**config.mk**
```make
export PLATFORM = sky130hd
export DESIGN_NAME = fix_tx_serializer
export DESIGN_NICKNAME = d
export VERILOG_FILES = /design/src/rtl/fix_tx_serializer.sv
export SDC_FILE = /design/constraint.sdc
export NUM_CORES = 1
export LEC_CHECK = 0
export ABC_AREA = 1
export ABC_CLOCK_PERIOD_IN_PS = 10780
export CORE_MARGIN = 2
export CORE_UTILIZATION = 50
export DETAILED_ROUTE_END_ITERATION = 7
export GPL_TIMING_DRIVEN = 0
export MAX_ROUTING_LAYER = met4
export PLACE_DENSITY = 0.72
export SYNTH_ARGS = -nofsm -noshare
export SYNTH_HDL_FRONTEND = slang
export SYNTH_SLANG_ARGS = --single-unit
```
**constraint.sdc**
```tcl
create_clock -name clk -period 10.78 [get_ports clk]
set_input_delay 1.617 -clock clk [delete_from_list [all_inputs] [get_ports clk]]
set_output_delay 1.617 -clock clk [all_outputs]
set_load 0.01 [all_outputs]
```
**src/rtl/fix_tx_serializer.sv**
```systemverilog
// -----------------------------------------------------------------------------
// fix_tx_serializer
//
// Purpose: serializes one FIX 4.2 message onto a byte stream with a
// valid/ready handshake:
//   "8=FIX.4.2<SOH>9=<len><SOH>{tag=value<SOH>}*10=<ccc><SOH>", SOH = 0x01.
// <len> is the minimal decimal form of the BodyLength given at start.
// <ccc> is the mod-256 byte sum of everything up to and including the SOH
// before "10=", written as three digits with leading zeros.
//
// Optional feature (macro FIX_TX_BODYLEN_CHECK_EN): counts the emitted body
// bytes and raises a sticky error_o when the count differs from the
// BodyLength given at start. When the macro is undefined, error_o is tied
// low and no counter is built.
//
// Ports:
//   clk            in   clock; all state updates on its rising edge
//   rst            in   asynchronous active-low reset
//   start_msg_i    in   begin a message (sampled only in IDLE)
//   body_len_i     in   [9:0] BodyLength, sampled with start_msg_i
//   field_valid_i  in   tag/value pair offered
//   field_ready_o  out  pair accepted when field_valid_i is also high
//   tag_i          in   [TAG_WIDTH-1:0] ASCII tag, byte 0 in [7:0] sent first
//   tag_len_i      in   [2:0] tag byte count (clamped to 1..4)
//   value_i        in   [VALUE_WIDTH-1:0] ASCII value, byte 0 sent first
//   value_len_i    in   [5:0] value byte count (clamped to 1..32)
//   last_field_i   in   accepted pair is the final body field
//   data_o         out  [7:0] serialized byte
//   data_valid_o   out  data_o valid
//   data_ready_i   in   downstream accepts the byte
//   busy_o         out  high in every state except IDLE
//   msg_done_o     out  pulse when the final SOH is accepted
//   error_o        out  sticky BodyLength mismatch flag
// -----------------------------------------------------------------------------
module fix_tx_serializer #(
  parameter int TAG_WIDTH   = 32,
  parameter int VALUE_WIDTH = 256
) (
  input  logic                   clk,
  input  logic                   rst,
  input  logic                   start_msg_i,
  input  logic [9:0]             body_len_i,
  input  logic                   field_valid_i,
  output logic                   field_ready_o,
  input  logic [TAG_WIDTH-1:0]   tag_i,
  input  logic [2:0]             tag_len_i,
  input  logic [VALUE_WIDTH-1:0] value_i,
  input  logic [5:0]             value_len_i,
  input  logic                   last_field_i,
  output logic [7:0]             data_o,
  output logic                   data_valid_o,
  input  logic                   data_ready_i,
  output logic                   busy_o,
  output logic                   msg_done_o,
  output logic                   error_o
);

  localparam int         TAG_BYTES = TAG_WIDTH / 8;
  localparam int         VAL_BYTES = VALUE_WIDTH / 8;
  localparam int         TIW       = $clog2(TAG_BYTES);
  localparam int         VIW       = $clog2(VAL_BYTES);
  localparam logic [2:0] TAG_MAX   = 3'(TAG_BYTES);
  localparam logic [5:0] VAL_MAX   = 6'(VAL_BYTES);
  localparam logic [7:0] SOH       = 8'h01;

  typedef enum logic [3:0] {
    ST_IDLE,
    ST_BEGIN,
    ST_BLEN,
    ST_FIELD_WAIT,
    ST_TAG,
    ST_EQ,
    ST_VALUE,
    ST_FSOH,
    ST_CKHDR,
    ST_CKDIG,
    ST_CKSOH
  } state_t;

  state_t                 state_q, state_d;
  logic [5:0]             idx_q, idx_d;       // byte index inside the current state
  logic [9:0]             blen_q, blen_d;
  logic [1:0]             ndig_q, ndig_d;     // number of BodyLength digits, 1..3
  logic [TAG_WIDTH-1:0]   tag_q, tag_d;
  logic [2:0]             tag_len_q, tag_len_d;
  logic [VALUE_WIDTH-1:0] val_q, val_d;
  logic [5:0]             val_len_q, val_len_d;
  logic                   last_q, last_d;
  logic [7:0]             cksum_q, cksum_d;

  logic       accept;
  logic [9:0] blen_in;
  logic [1:0] dpos;
  logic [7:0] len_h, len_t, len_o;
  logic [7:0] ck_h, ck_t, ck_o;

  // Byte views of the latched tag and value.
  logic [7:0] tag_byte [TAG_BYTES];
  logic [7:0] val_byte [VAL_BYTES];

  for (genvar gi = 0; gi < TAG_BYTES; gi++) begin : g_tag_bytes
    assign tag_byte[gi] = tag_q[8*gi +: 8];
  end

  for (genvar gi = 0; gi < VAL_BYTES; gi++) begin : g_val_bytes
    assign val_byte[gi] = val_q[8*gi +: 8];
  end

  // BodyLength beyond three digits cannot be printed; pin it to 999.
  assign blen_in = (body_len_i > 10'd999) ? 10'd999 : body_len_i;

  assign len_h = 8'h30 + 8'(blen_q / 10'd100);
  assign len_t = 8'h30 + 8'((blen_q / 10'd10) % 10'd10);
  assign len_o = 8'h30 + 8'(blen_q % 10'd10);

  assign ck_h = 8'h30 + (cksum_q / 8'd100);
  assign ck_t = 8'h30 + ((cksum_q / 8'd10) % 8'd10);
  assign ck_o = 8'h30 + (cksum_q % 8'd10);

  assign busy_o = (state_q != ST_IDLE);

  function automatic logic [7:0] hdr_byte(input logic [3:0] i);
    logic [7:0] b;
    case (i)
      4'd0:    b = "8";
      4'd1:    b = "=";
      4'd2:    b = "F";
      4'd3:    b = "I";
      4'd4:    b = "X";
      4'd5:    b = ".";
      4'd6:    b = "4";
      4'd7:    b = ".";
      4'd8:    b = "2";
      4'd9:    b = SOH;
      4'd10:   b = "9";
      default: b = "=";
    endcase
    return b;
  endfunction

  function automatic logic [7:0] pick3(input logic [1:0] sel, input logic [7:0] d0,
                                       input logic [7:0] d1, input logic [7:0] d2);
    logic [7:0] b;
    case (sel)
      2'd0:    b = d0;
      2'd1:    b = d1;
      default: b = d2;
    endcase
    return b;
  endfunction

  always_comb begin
    state_d       = state_q;
    idx_d         = idx_q;
    blen_d        = blen_q;
    ndig_d        = ndig_q;
    tag_d         = tag_q;
    tag_len_d     = tag_len_q;
    val_d         = val_q;
    val_len_d     = val_len_q;
    last_d        = last_q;
    cksum_d       = cksum_q;
    data_o        = 8'h00;
    data_valid_o  = 1'b1;
    field_ready_o = 1'b0;
    msg_done_o    = 1'b0;
    // Short lengths skip the leading digit positions (hundreds, tens).
    dpos          = idx_q[1:0] + (2'd3 - ndig_q);

    // Output byte is a pure function of registered state, so it holds
    // steady for as long as the downstream stalls.
    case (state_q)
      ST_IDLE:       data_valid_o = 1'b0;
      ST_BEGIN:      data_o = hdr_byte(idx_q[3:0]);
      ST_BLEN:       data_o = (idx_q[1:0] == ndig_q) ? SOH : pick3(dpos, len_h, len_t, len_o);
      ST_FIELD_WAIT: begin
        data_valid_o  = 1'b0;
        field_ready_o = 1'b1;
      end
      ST_TAG:        data_o = tag_byte[idx_q[TIW-1:0]];
      ST_EQ:         data_o = "=";
      ST_VALUE:      data_o = val_byte[idx_q[VIW-1:0]];
      ST_FSOH:       data_o = SOH;
      ST_CKHDR:      data_o = pick3(idx_q[1:0], "1", "0", "=");
      ST_CKDIG:      data_o = pick3(idx_q[1:0], ck_h, ck_t, ck_o);
      ST_CKSOH:      data_o = SOH;
      default:       data_valid_o = 1'b0;
    endcase

    accept = data_valid_o && data_ready_i;

    // Everything before "10=" contributes to the checksum.
    if (accept && !(state_q inside {ST_CKHDR, ST_CKDIG, ST_CKSOH})) begin
      cksum_d = cksum_q + data_o;
    end

    case (state_q)
      ST_IDLE: begin
        if (start_msg_i) begin
          state_d = ST_BEGIN;
          idx_d   = 6'd0;
          cksum_d = 8'h00;
          blen_d  = blen_in;
          ndig_d  = (blen_in >= 10'd100) ? 2'd3 : (blen_in >= 10'd10) ? 2'd2 : 2'd1;
        end
      end
      ST_BEGIN: begin
        if (accept) begin
          if (idx_q == 6'd11) begin
            state_d = ST_BLEN;
            idx_d   = 6'd0;
          end else begin
            idx_d = idx_q + 6'd1;
          end
        end
      end
      ST_BLEN: begin
        if (accept) begin
          if (idx_q[1:0] == ndig_q) begin
            state_d = ST_FIELD_WAIT;
            idx_d   = 6'd0;
          end else begin
            idx_d = idx_q + 6'd1;
          end
        end
      end
      ST_FIELD_WAIT: begin
        if (field_valid_i) begin
          state_d   = ST_TAG;
          idx_d     = 6'd0;
          tag_d     = tag_i;
          val_d     = value_i;
          last_d    = last_field_i;
          tag_len_d = (tag_len_i == 3'd0) ? 3'd1 : (tag_len_i > TAG_MAX) ? TAG_MAX : tag_len_i;
          val_len_d = (value_len_i == 6'd0) ? 6'd1 :
                      (value_len_i > VAL_MAX) ? VAL_MAX : value_len_i;
        end
      end
      ST_TAG: begin
        if (accept) begin
          if (idx_q == ({3'b000, tag_len_q} - 6'd1)) begin
            state_d = ST_EQ;
            idx_d   = 6'd0;
          end else begin
            idx_d = idx_q + 6'd1;
          end
        end
      end
      ST_EQ: begin
        if (accept) begin
          state_d = ST_VALUE;
          idx_d   = 6'd0;
        end
      end
      ST_VALUE: begin
        if (accept) begin
          if (idx_q == (val_len_q - 6'd1)) begin
            state_d = ST_FSOH;
            idx_d   = 6'd0;
          end else begin
            idx_d = idx_q + 6'd1;
          end
        end
      end
      ST_FSOH: begin
        if (accept) begin
          state_d = last_q ? ST_CKHDR : ST_FIELD_WAIT;
          idx_d   = 6'd0;
        end
      end
      ST_CKHDR, ST_CKDIG: begin
        if (accept) begin
          if (idx_q == 6'd2) begin
            state_d = (state_q == ST_CKHDR) ? ST_CKDIG : ST_CKSOH;
            idx_d   = 6'd0;
          end else begin
            idx_d = idx_q + 6'd1;
          end
        end
      end
      ST_CKSOH: begin
        if (accept) begin
          state_d    = ST_IDLE;
          msg_done_o = 1'b1;
        end
      end
      default: state_d = ST_IDLE;
    endcase
  end

  always_ff @(posedge clk or negedge rst) begin
    if (!rst) begin
      state_q   <= ST_IDLE;
      idx_q     <= 6'd0;
      blen_q    <= 10'd0;
      ndig_q    <= 2'd1;
      tag_q     <= '0;
      tag_len_q <= 3'd1;
      val_q     <= '0;
      val_len_q <= 6'd1;
      last_q    <= 1'b0;
      cksum_q   <= 8'h00;
    end else begin
      state_q   <= state_d;
      idx_q     <= idx_d;
      blen_q    <= blen_d;
      ndig_q    <= ndig_d;
      tag_q     <= tag_d;
      tag_len_q <= tag_len_d;
      val_q     <= val_d;
      val_len_q <= val_len_d;
      last_q    <= last_d;
      cksum_q   <= cksum_d;
    end
  end

`ifdef FIX_TX_BODYLEN_CHECK_EN
  logic [9:0] bcnt_q, bcnt_d;
  logic       err_q, err_d;

  always_comb begin
    bcnt_d = bcnt_q;
    err_d  = err_q;
    if (state_q == ST_IDLE && start_msg_i) begin
      bcnt_d = 10'd0;
      err_d  = 1'b0;
    end else if (accept && (state_q inside {ST_TAG, ST_EQ, ST_VALUE, ST_FSOH})) begin
      if (bcnt_q != 10'h3FF) begin
        bcnt_d = bcnt_q + 10'd1;
      end
      // The final field SOH is being counted this cycle, hence the +1.
      if (state_q == ST_FSOH && last_q && ((bcnt_q + 10'd1) != blen_q)) begin
        err_d = 1'b1;
      end
    end
  end

  always_ff @(posedge clk or negedge rst) begin
    if (!rst) begin
      bcnt_q <= 10'd0;
      err_q  <= 1'b0;
    end else begin
      bcnt_q <= bcnt_d;
      err_q  <= err_d;
    end
  end

  assign error_o = err_q;
`else
  assign error_o = 1'b0;
`endif

endmodule

```
## After elaboration in Yosys (flattened, before gate mapping)

Memories as Yosys holds them, arrays and structs flattened.
Cells that the tools add are included.

| operators by class | value |
|---|---|
| magnitude comparators | 7 |
| bitwise logic cells | 2 |
| equal/unequal tests | 33 |
| $add $sub $neg | 12 |
| mux-type cells | 57 |
| divide/modulo/power cells | 8 |
| reductions and logical operators | 19 |

Operators with widths:

| operator | count |
|---|---|
| two-way mux 6 bit | 15 |
| two-way mux 4 bit | 16 |
| two-way mux 8 bit | 8 |
| one-hot mux 8 bit (8 select lines) | 1 |
| adder 6 x 8 -> 8 bit, first input constant | 6 |
| one-hot mux 6 bit (8 select lines) | 1 |
| binary-select mux 8 bit (select 5 bit) | 1 |
| one-hot mux 4 bit (10 select lines) | 1 |
| one-hot mux 8 bit (2 select lines) | 2 |
| inequality test 2 bit, second input constant | 15 |
| remainder unit 10 x 4 -> 10 bit, second input constant | 2 |
| binary-select mux 8 bit (select 2 bit) | 1 |
| equality test 4 x 3 -> 1 bit, second input constant | 4 |
| remainder unit 8 x 4 -> 8 bit, second input constant | 2 |
| AND reduction 15 bit | 1 |
| equality test 4 bit, second input constant | 3 |
| equality test 6 bit | 2 |
| divider 10 x 4 -> 10 bit, second input constant | 1 |
| divider 10 x 7 -> 10 bit, second input constant | 1 |
| >= comparator 10 x 4 -> 1 bit, second input constant | 1 |
| >= comparator 10 x 7 -> 1 bit, second input constant | 1 |
| greater-than comparator 10 bit, second input constant | 1 |
| two-way mux 10 bit | 1 |
| AND reduction 9 bit | 1 |
| other kinds (37) | 50 |

| word-level totals | value |
|---|---|
| register bits after elaboration | 328 |
| bits of input ports | 313 |
| logic and storage cells | 149 |
| output and inout port bits | 13 |
| memories | 1 |
| bits in read-only memories | 112 |

Memory list:

| memory | depth | bits a word | read ports | clocked after Yosys merged registers in | write ports | RTL line | source |
|---|---|---|---|---|---|---|---|
| (name not given) | 16 | 7 | 1 | 0 | 0 | 124 | `case (i)` |

## Longest topological paths before layout

Gate-level depths: netlist of run 1.

| depth | value |
|---|---|
| depth after elaboration | 10 |
| depth in mapped cells | 68 |
| gate-level depth less buffers | 67 |

## Least setup slack after synthesis of run 1

No wires, ideal clock.

| path | value |
|---|---|
| path type | register to output |
| start point | register cksum_q[3] |
| end point | output port data_o[5] |
| arrival | 5.226 ns |
| data required time | 9.163 ns |
| setup slack | 3.937 ns |
| path buffers | 0 |
| stages on the path, launching flop included | 40 |
| path through | dfrtp_1 -> inv_1 -> ha_1 -> inv_1 -> nor2_1 -> nor2_1 -> or3_1 -> nand2_1 -> inv_1 -> nand2_1 -> xor2_1 -> nand2_1 -> nand2_1 -> nand3_1 -> nand2_1 -> inv_1 -> o21ai_1 -> nand2_1 -> [4 not listed] -> or2_1 -> o21ai_2 -> inv_1 -> nor2_2 -> nand4_1 -> nand2_1 -> nor2_1 -> a21oi_1 -> inv_1 -> ha_1 -> o21ai_0 -> nand2_1 -> xor2_1 -> nand3_1 -> nand2_1 -> clkinv_1 -> ha_1 -> o2111ai_1 |

| between the ends | value |
|---|---|
| longest elaborated chain between the ends | 5 |
| elaborated cells between the ends (all ways) | 9 |
| those cells by class | add/sub (3); div (4); mux (2) |

Ends and longest elaborated chain:

| item | RTL line | source |
|---|---|---|
| from (decl) | 89 | `logic [7:0] cksum_q, cksum_d;` |
| from (signal assigned) | 313 | `cksum_q <= cksum_d;` |
| divider 8 x 4 -> 8 bit | 117 | `assign ck_t = 8'h30 + ((cksum_q / 8'd10) % 8'd10);` |
| remainder unit 8 x 4 -> 8 bit | 117 |  |
| adder 6 x 8 -> 8 bit | 117 |  |
| one-hot mux 8 bit (2 select lines) (*) | 144 | `case (sel)` |
| one-hot mux 8 bit (8 select lines) (*) | 172 | `case (state_q)` |
| to (decl) | 50 | `output logic [7:0] data_o,` |

Mark *: on every way between the ends. The rest lies on a longest branch, timed or not.

## Worst setup path after layout of run 1

Ends and elaborated chain as after synthesis.

==> reports/metrics.csv, run 1 <==
stage,metric,value,unit
outcome,status,"complete, no violations",
synthesis,sequential fraction of the synthesis area,44.1,%
clock_tree,Root Driver,clkbuf_16,
final_layout,Nets,3293,
sta,Setup-failing EPs final,0,
final_layout,layout cells sized above 1,4.61,%
drt,Starting DRT DRC Count,2008,
sta,fmax,110,MHz
clock_tree,post_cts resized,0,
sta,Fin. Hold Viols,0,
final_layout,most frequent cells in the layout,"nand2_1, o21ai_0, dfrtp_1, clkdlybuf4s50_1, inv_1",
critical_path,"Slowest-stage cell, CP",clkdlybuf4s50_1,
floorplanning,die width,197,um
clock_tree,Bufs on Longest Clock Path,3,
sta,period utilisation layout,84.4,%
drt,via count,19521,
final_layout,"commonest non-fill, non-tap cell in the layout",nand2_1,
clock_tree,clk_lat worst skew,0.53,ns
clock_tree,CTS tree,done,
drt,vias per cell,5.68,
synthesis,Synth area leader,dfrtp_1,
drt,routed len/inst,20.3,um
sta,Worst Skew,0.0121,ns
critical_path,crit end category,output port,
placement,routability congestion estimate,0.955,
clock_tree,"Reg clk slew, reported paths",0.06,ns
floorplanning,Die Height,197,um
synthesis,post-synth top area share,43.7,%
global_route,pin count of the biggest net entering global routing,93,
final_layout,Final Util,65.0,%
synthesis,Synth Area per Inst,7.23,um2
critical_path,CP Max Fanout,8,
floorplanning,Initial Util,50.9,%
critical_path,cell repeated most along the worst path,nand2_1,
critical_path,Slowest Stage Delay on Critical Path,0.62,ns
clock_tree,CTS buffer count,37,
synthesis,Yosys cell types,57,
drt,number of routed nets with antenna violations,0,
hold_path,hold crit path type,reg -> reg,
global_route,vias in the first global route,19076,
synthesis,"flops & latches, synth",328,
power_and_ir_drop,Peak supply drop,0.504,mV
synthesis,Post-Syn Nets,2927,
placement,dpl hpwl,53000,um
floorplanning,IO Count,326,
power_and_ir_drop,Pwr Total,0.00962,W
placement,IO Port Bufs,324,
clock_tree,Post-CTS Hold Fix Bufs,0,
synthesis,top_reg_cell synth,dfrtp_1,
clock_tree,H-tree level count,2,
job,max cap viols,0,
final_layout,design area,0.0238,mm2
global_route,grt ovf,0,
clock_tree,Post-CTS Setup Inserts,0,
drt,1st-pass router iterations,8,
critical_path,critical path startpoint category,flop,
synthesis,Synth area leaders,"dfrtp_1, nand2_1, o21ai_0, a21oi_1, inv_1",
power_and_ir_drop,LEAKAGE,11.3,nW
critical_path,required time of the worst setup path,9.16,ns
global_route,all-layer global routing usage,36.9,%
synthesis,Netlist Area Pre-Place,0.0186,mm2
clock_tree,CTS Sinks,328,
sta,fin crit period,9.10,ns
floorplanning,Rows,70,
synthesis,Gate Count Post-Synth,2577,
power_and_ir_drop,Power Dens Cells,404,mW/mm2
critical_path,critical setup path kind,reg -> out,
synthesis,Post-synth EDFFs,0,
floorplanning,die area,0.0388,mm2
global_route,first-pass GRT wire length,106000,um
synthesis,Yosys warnings,0,
sta,Slew @ Worst Pin,1.03,ns
critical_path,WP data arrival,7.48,ns
critical_path,register-to-register setup slack,2.86,ns
placement,DP Area,0.0225,mm2
sta,max-slew violations,0,
global_route,antenna violations before repair,1,
synthesis,asr flop ratio synth,100,%
floorplanning,core area,0.0366,mm2
drt,routed wire length,70000,um
final_layout,Area Overhead vs Synth,27.8,%
drt,remaining routing DRC violations,0,
sta,RSZ-0062 raised after global routing,no,
sta,relative slew slack,31.6,%
==> cells in the mapped netlist (all sizes together), types with 3 or more instances <==
cell type and number:
dfrtp 325, buf 13, dfstp 3, nor3 19, xnor2 11, nor4 6, inv 299, nand2 851
o41ai 8, nand3 79, or2 3, nand4 23, a31oi 11, clkinv 8, o21ai 378, clkbuf 110
xor2 25, ha 36, nand3b 4, o221ai 3, o211ai 3, nor2 91, o2111ai 8, a21oi 232
a211oi 3, o22ai 6
==> metal layers <==
layer  wire length [um]  GRT usage (%)  up-vias
met1              26700           45.4     9208
li1                   -              -     9061
met3               6400           6.49      223
met5                  0              -        -
met2              32900           59.0     1029
met4               3980           18.3        0
==> where the power goes <==
part | switching, W | leakage (nW) | total, W | internal, W
logic | 0.00417 | 6.64 | 0.00618 | 0.00201
clock network | 0.000520 | 0.619 | 0.00132 | 0.000801
registers | 0.000305 | 4.06 | 0.00212 | 0.00181
==> final cells by class <==
| cell class | count | area, um2 |
|---|---|---|
| Antenna cell | 2 | 5.00 |
| Buffer | 123 | 470 |
| Clock buffer | 60 | 1150 |
| Clock inverter | 5 | 108 |
| Fill cell | 3251 | 12800 |
| Inverter | 307 | 1150 |
| Multi-Input combinational cell | 1819 | 8790 |
| Sequential cell | 328 | 8210 |
| Tap cell | 468 | 586 |
| Timing Repair Buffer | 327 | 3330 |
==> worst max-delay path, delay by kind of cell (launching register included) <==
kind	cells	cell delay (ns)
AOI/OAI and AO/OA	6	1.39
xor gates and xnor gates	2	0.39
adders and majority gates	3	0.72
buffers and inverters	10	1.45
DFF	1	0.51
and+or+nand+nor	20	2.47
==> state kept, by name, summed over array words and instances, names as in the netlist, 2 cells and up <==
name / flops
val_q: 256
tag_q: 32
blen_q: 10
cksum_q: 8
idx_q: 6
val_len_q: 6
state_q: 4
tag_len_q: 3
ndig_q: 2
==> cells by family (layout without fill, tap and decap cells) <==
kind of cell	after synthesis	after routing	synth area share, %
other	1	3	0.0201
adders and majority gates	37	37	2.53
DFF	328	328	44.1
and+or+nand+nor	1077	1077	24.1
AOI/OAI and AO/OA	668	668	18.8
xor gates and xnor gates	36	36	1.69
buffers and inverters	430	822	8.73
==> per-stage QoR <==
| step | setup slack, ns | setup TNS, ns | std cells | hold slack, ns |
|---|---|---|---|---|
| 2_1_floorplan | 3.94 | 0 | 2577 | 0.444 |
| 3_3_place_gp | -6.10 | -1978.92 | 3369 | 0.458 |
| 3_5_place_dp | 2.37 | 0 | 3372 | 0.460 |
| 4_1_cts | 1.74 | 0 | 3437 | 0.476 |
| 5_1_grt | 0.981 | 0 | 3438 | 0.490 |
| 6_report | 1.68 | 0 | 3439 | 0.475 |
==> worst paths after layout <==
check,start,endpoint,cells past startpoint
worst max-delay path,cksum_q[3],data_o[5],41
min in group asynchronous,rst,val_q[94],1
worst max register to register,cksum_q[3],cksum_q[7],54
max in group asynchronous,rst,tag_q[11],3
worst min-delay path,val_q[20],val_q[20],2
worst min register to register,val_q[20],val_q[20],2
Power figures use the tool's default switching activity.
==> run 2: changes to the inputs <==
--- a/config.mk
+++ b/config.mk
@@ -6,13 +6,13 @@
 export NUM_CORES = 1
 export LEC_CHECK = 0
 export ABC_AREA = 1
-export ABC_CLOCK_PERIOD_IN_PS = 10780
+export ABC_CLOCK_PERIOD_IN_PS = 8200
 export CORE_MARGIN = 2
-export CORE_UTILIZATION = 50
+export CORE_UTILIZATION = 49
 export DETAILED_ROUTE_END_ITERATION = 7
 export GPL_TIMING_DRIVEN = 0
 export MAX_ROUTING_LAYER = met4
-export PLACE_DENSITY = 0.72
+export PLACE_DENSITY = 0.74
 export SYNTH_ARGS = -nofsm -noshare
 export SYNTH_HDL_FRONTEND = slang
 export SYNTH_SLANG_ARGS = --single-unit
==> constraint.sdc (replaced) <==
create_clock -name clk -period 8.2 [get_ports clk]
set_input_delay 1.23 -clock clk [delete_from_list [all_inputs] [get_ports clk]]
set_output_delay 1.23 -clock clk [all_outputs]
set_load 0.01 [all_outputs]
==> run 2 against run 1 <==
Final area increased by 1.8%. Non-clock buffer count increased by 17. Sequential share of layout area decreased by 0.59 points. Count of clock-buffer cells in the layout decreased by 10. Clock power increased by 38%. Die area increased by 2.0%. Critical path depth increased by 12. Global-route usage decreased by 1.1 points. Clock skew increased by 0.018 ns. Critical path type unchanged. Critical endpoint unchanged. Largest cell class unchanged. Largest power group unchanged.
==> reports/metrics.csv, run 2 (same netlist as run 1, synthesis figures left out) <==
stage,metric,value,unit
outcome,status,"complete, no violations",
critical_path,critical path startpoint category,flop,
clock_tree,Post-CTS Hold Fix Bufs,0,
clock_tree,CTS buffer count,36,
placement,dpl hpwl,52200,um
critical_path,Slowest Stage Delay on Critical Path,0.36,ns
floorplanning,Rows,71,
clock_tree,clk_lat worst skew,0.55,ns
global_route,all-layer global routing usage,35.8,%
final_layout,Nets,3309,
drt,routed wire length,69500,um
floorplanning,IO Count,326,
drt,via count,19761,
critical_path,crit path launch,blen_q[8],
critical_path,WP buf/inv,10,
power_and_ir_drop,Pwr Total,0.0131,W
critical_path,WP data arrival,6.52,ns
sta,Hold WS,0.476,ns
critical_path,CP Max Fanout,9,
final_layout,"commonest non-fill, non-tap cell in the layout",nand2_1,
sta,max-slew violations,0,
final_layout,biggest regs,"val_q (256), tag_q (32), blen_q (10)",
floorplanning,Die Height,199,um
sta,fin crit period,7.75,ns
power_and_ir_drop,Power Dens Cells,539,mW/mm2
critical_path,Top delay family on crit path,simple AND/OR/NAND/NOR gates,
final_layout,most frequent cells in the layout,"nand2_1, o21ai_0, dfrtp_1, clkdlybuf4s50_1, inv_1",
sta,Worst Skew,0.0306,ns
sta,relative slew slack,29.6,%
critical_path,crit end category,output port,
floorplanning,die width,199,um
placement,IO Port Bufs,324,
critical_path,cell repeated most along the worst path,nand2_1,
critical_path,critical setup path kind,reg -> out,
power_and_ir_drop,Peak supply drop,0.499,mV
sta,setup TNS,0,ns
hold_path,hold crit path type,reg -> reg,
global_route,first-pass GRT wire length,104000,um
drt,vias per cell,5.65,
placement,routability congestion estimate,0.979,
sta,RSZ-0062 raised after global routing,yes,
clock_tree,CTS tree,done,
sta,Setup-failing EPs final,0,
global_route,vias in the first global route,18919,
drt,1st-pass router iterations,8,
drt,routed len/inst,19.9,um
clock_tree,Bufs on Longest Clock Path,3,
sta,Slew @ Worst Pin,1.06,ns
global_route,antenna violations before repair,1,
critical_path,required time of the worst setup path,6.97,ns
clock_tree,"Reg clk slew, reported paths",0.06,ns
final_layout,Top reg by flops,val_q,
clock_tree,Root Driver,clkbuf_16,
hold_path,Hold Startpoint,val_q[14],
drt,number of routed nets with antenna violations,0,
sta,period utilisation layout,94.5,%
final_layout,layout cells sized above 1,6.53,%
job,max cap viols,0,
power_and_ir_drop,LEAKAGE,11.5,nW
clock_tree,CTS Sinks,328,
floorplanning,Initial Util,49.6,%
clock_tree,H-tree level count,2,
sta,fmax,129,MHz
sta,Fin. Hold Viols,0,
final_layout,max reg flops,256,
placement,Post-Place Setup Slack,0.0391,ns
sta,worst setup margin,0.450,ns
floorplanning,core area,0.0376,mm2
critical_path,"Slowest-stage cell, CP",dfrtp_1,
drt,Starting DRT DRC Count,2061,
global_route,grt ovf,0,
critical_path,Crit Reg-Reg Startpoint,cksum_q[3],
drt,remaining routing DRC violations,0,
final_layout,Area Overhead vs Synth,30.1,%
floorplanning,die area,0.0396,mm2
global_route,pin count of the biggest net entering global routing,124,
==> run 2: cell count changes in the layout (fill, tap and decap cells not counted), moves of 4 or more <==
cell	delta
buf_4	+17
bufinv_16	+4
clkbuf_8	-6
clkdlybuf4s50_1	-6
clkinv_2	+5
dlymetal6s2s_1	+4
nand2_1	-9
nand2_2	+4
nand2_4	+4
nand3_1	-4
nor2_1	-4
o21ai_0	-5
o21ai_2	+5
==> run 2: area by class of cell <==
| cell class | count | area (um2) |
|---|---|---|
| buffer | 123 | 470 |
| clock inverter | 16 | 289 |
| fill | 3360 | 13300 |
| timing repair buffer | 344 | 3460 |
| inverter | 307 | 1160 |
| tap | 511 | 639 |
| antenna | 1 | 2.50 |
| multi-input combinational | 1819 | 8970 |
| sequential | 328 | 8220 |
| clock buffer | 50 | 1030 |
==> run 2: worst paths after layout <==
| kind | to | slack, ns | cells after the start |
|---|---|---|---|
| setup / recovery | data_o[5] | 0.45 | 53 |
| hold / removal | val_q[14] | 0.48 | 2 |
| setup reg to reg | cksum_q[7] | 0.91 | 55 |
| hold reg to reg | val_q[14] | 0.48 | 2 |
| max in group asynchronous | val_q[232] | 6.22 | 3 |
| min in group asynchronous | val_q[94] | 0.62 | 1 |
==> run 2: metrics by stage <==
step                      instances  util [%]  cell area [um2]
after floorplan                2577         -            18600
after global placement         3412      59.9            22500
after detailed placement       3415      60.1            22600
after CTS                      3481      63.7            23900
after global routing           3499      64.5            24200
final                          3499      64.5            24200
==> run 2: worst min-delay path: stages, from the launching register on <==
cell and delay, ns:
dfrtp_1 0.33, nand2_1 0.06, nand2_1 0.05
==> run 2: where the power goes <==
group	switching [W]	leakage [nW]	internal, W
Sequential	0.000398	4.05	0.00238
Combinational	0.00560	6.83	0.00286
Clock	0.000711	0.652	0.00111
==> run 2: metal layers <==
metal | track usage [%] | wire length (um) | vias to the layer above
met5 | - | 0 | -
met4 | 16.8 | 3630 | 0
li1 | - | - | 9100
met2 | 56.4 | 32100 | 1143
met1 | 45.1 | 26900 | 9294
met3 | 6.32 | 6880 | 224
==> run 2: what timing repair did <==
item / in CTS / in global routing
gates resized for setup: 11 / 53
pin swaps: 1 / 18
endpoints found under the setup margin: 6 / 10
setup buffers: 0 / 17
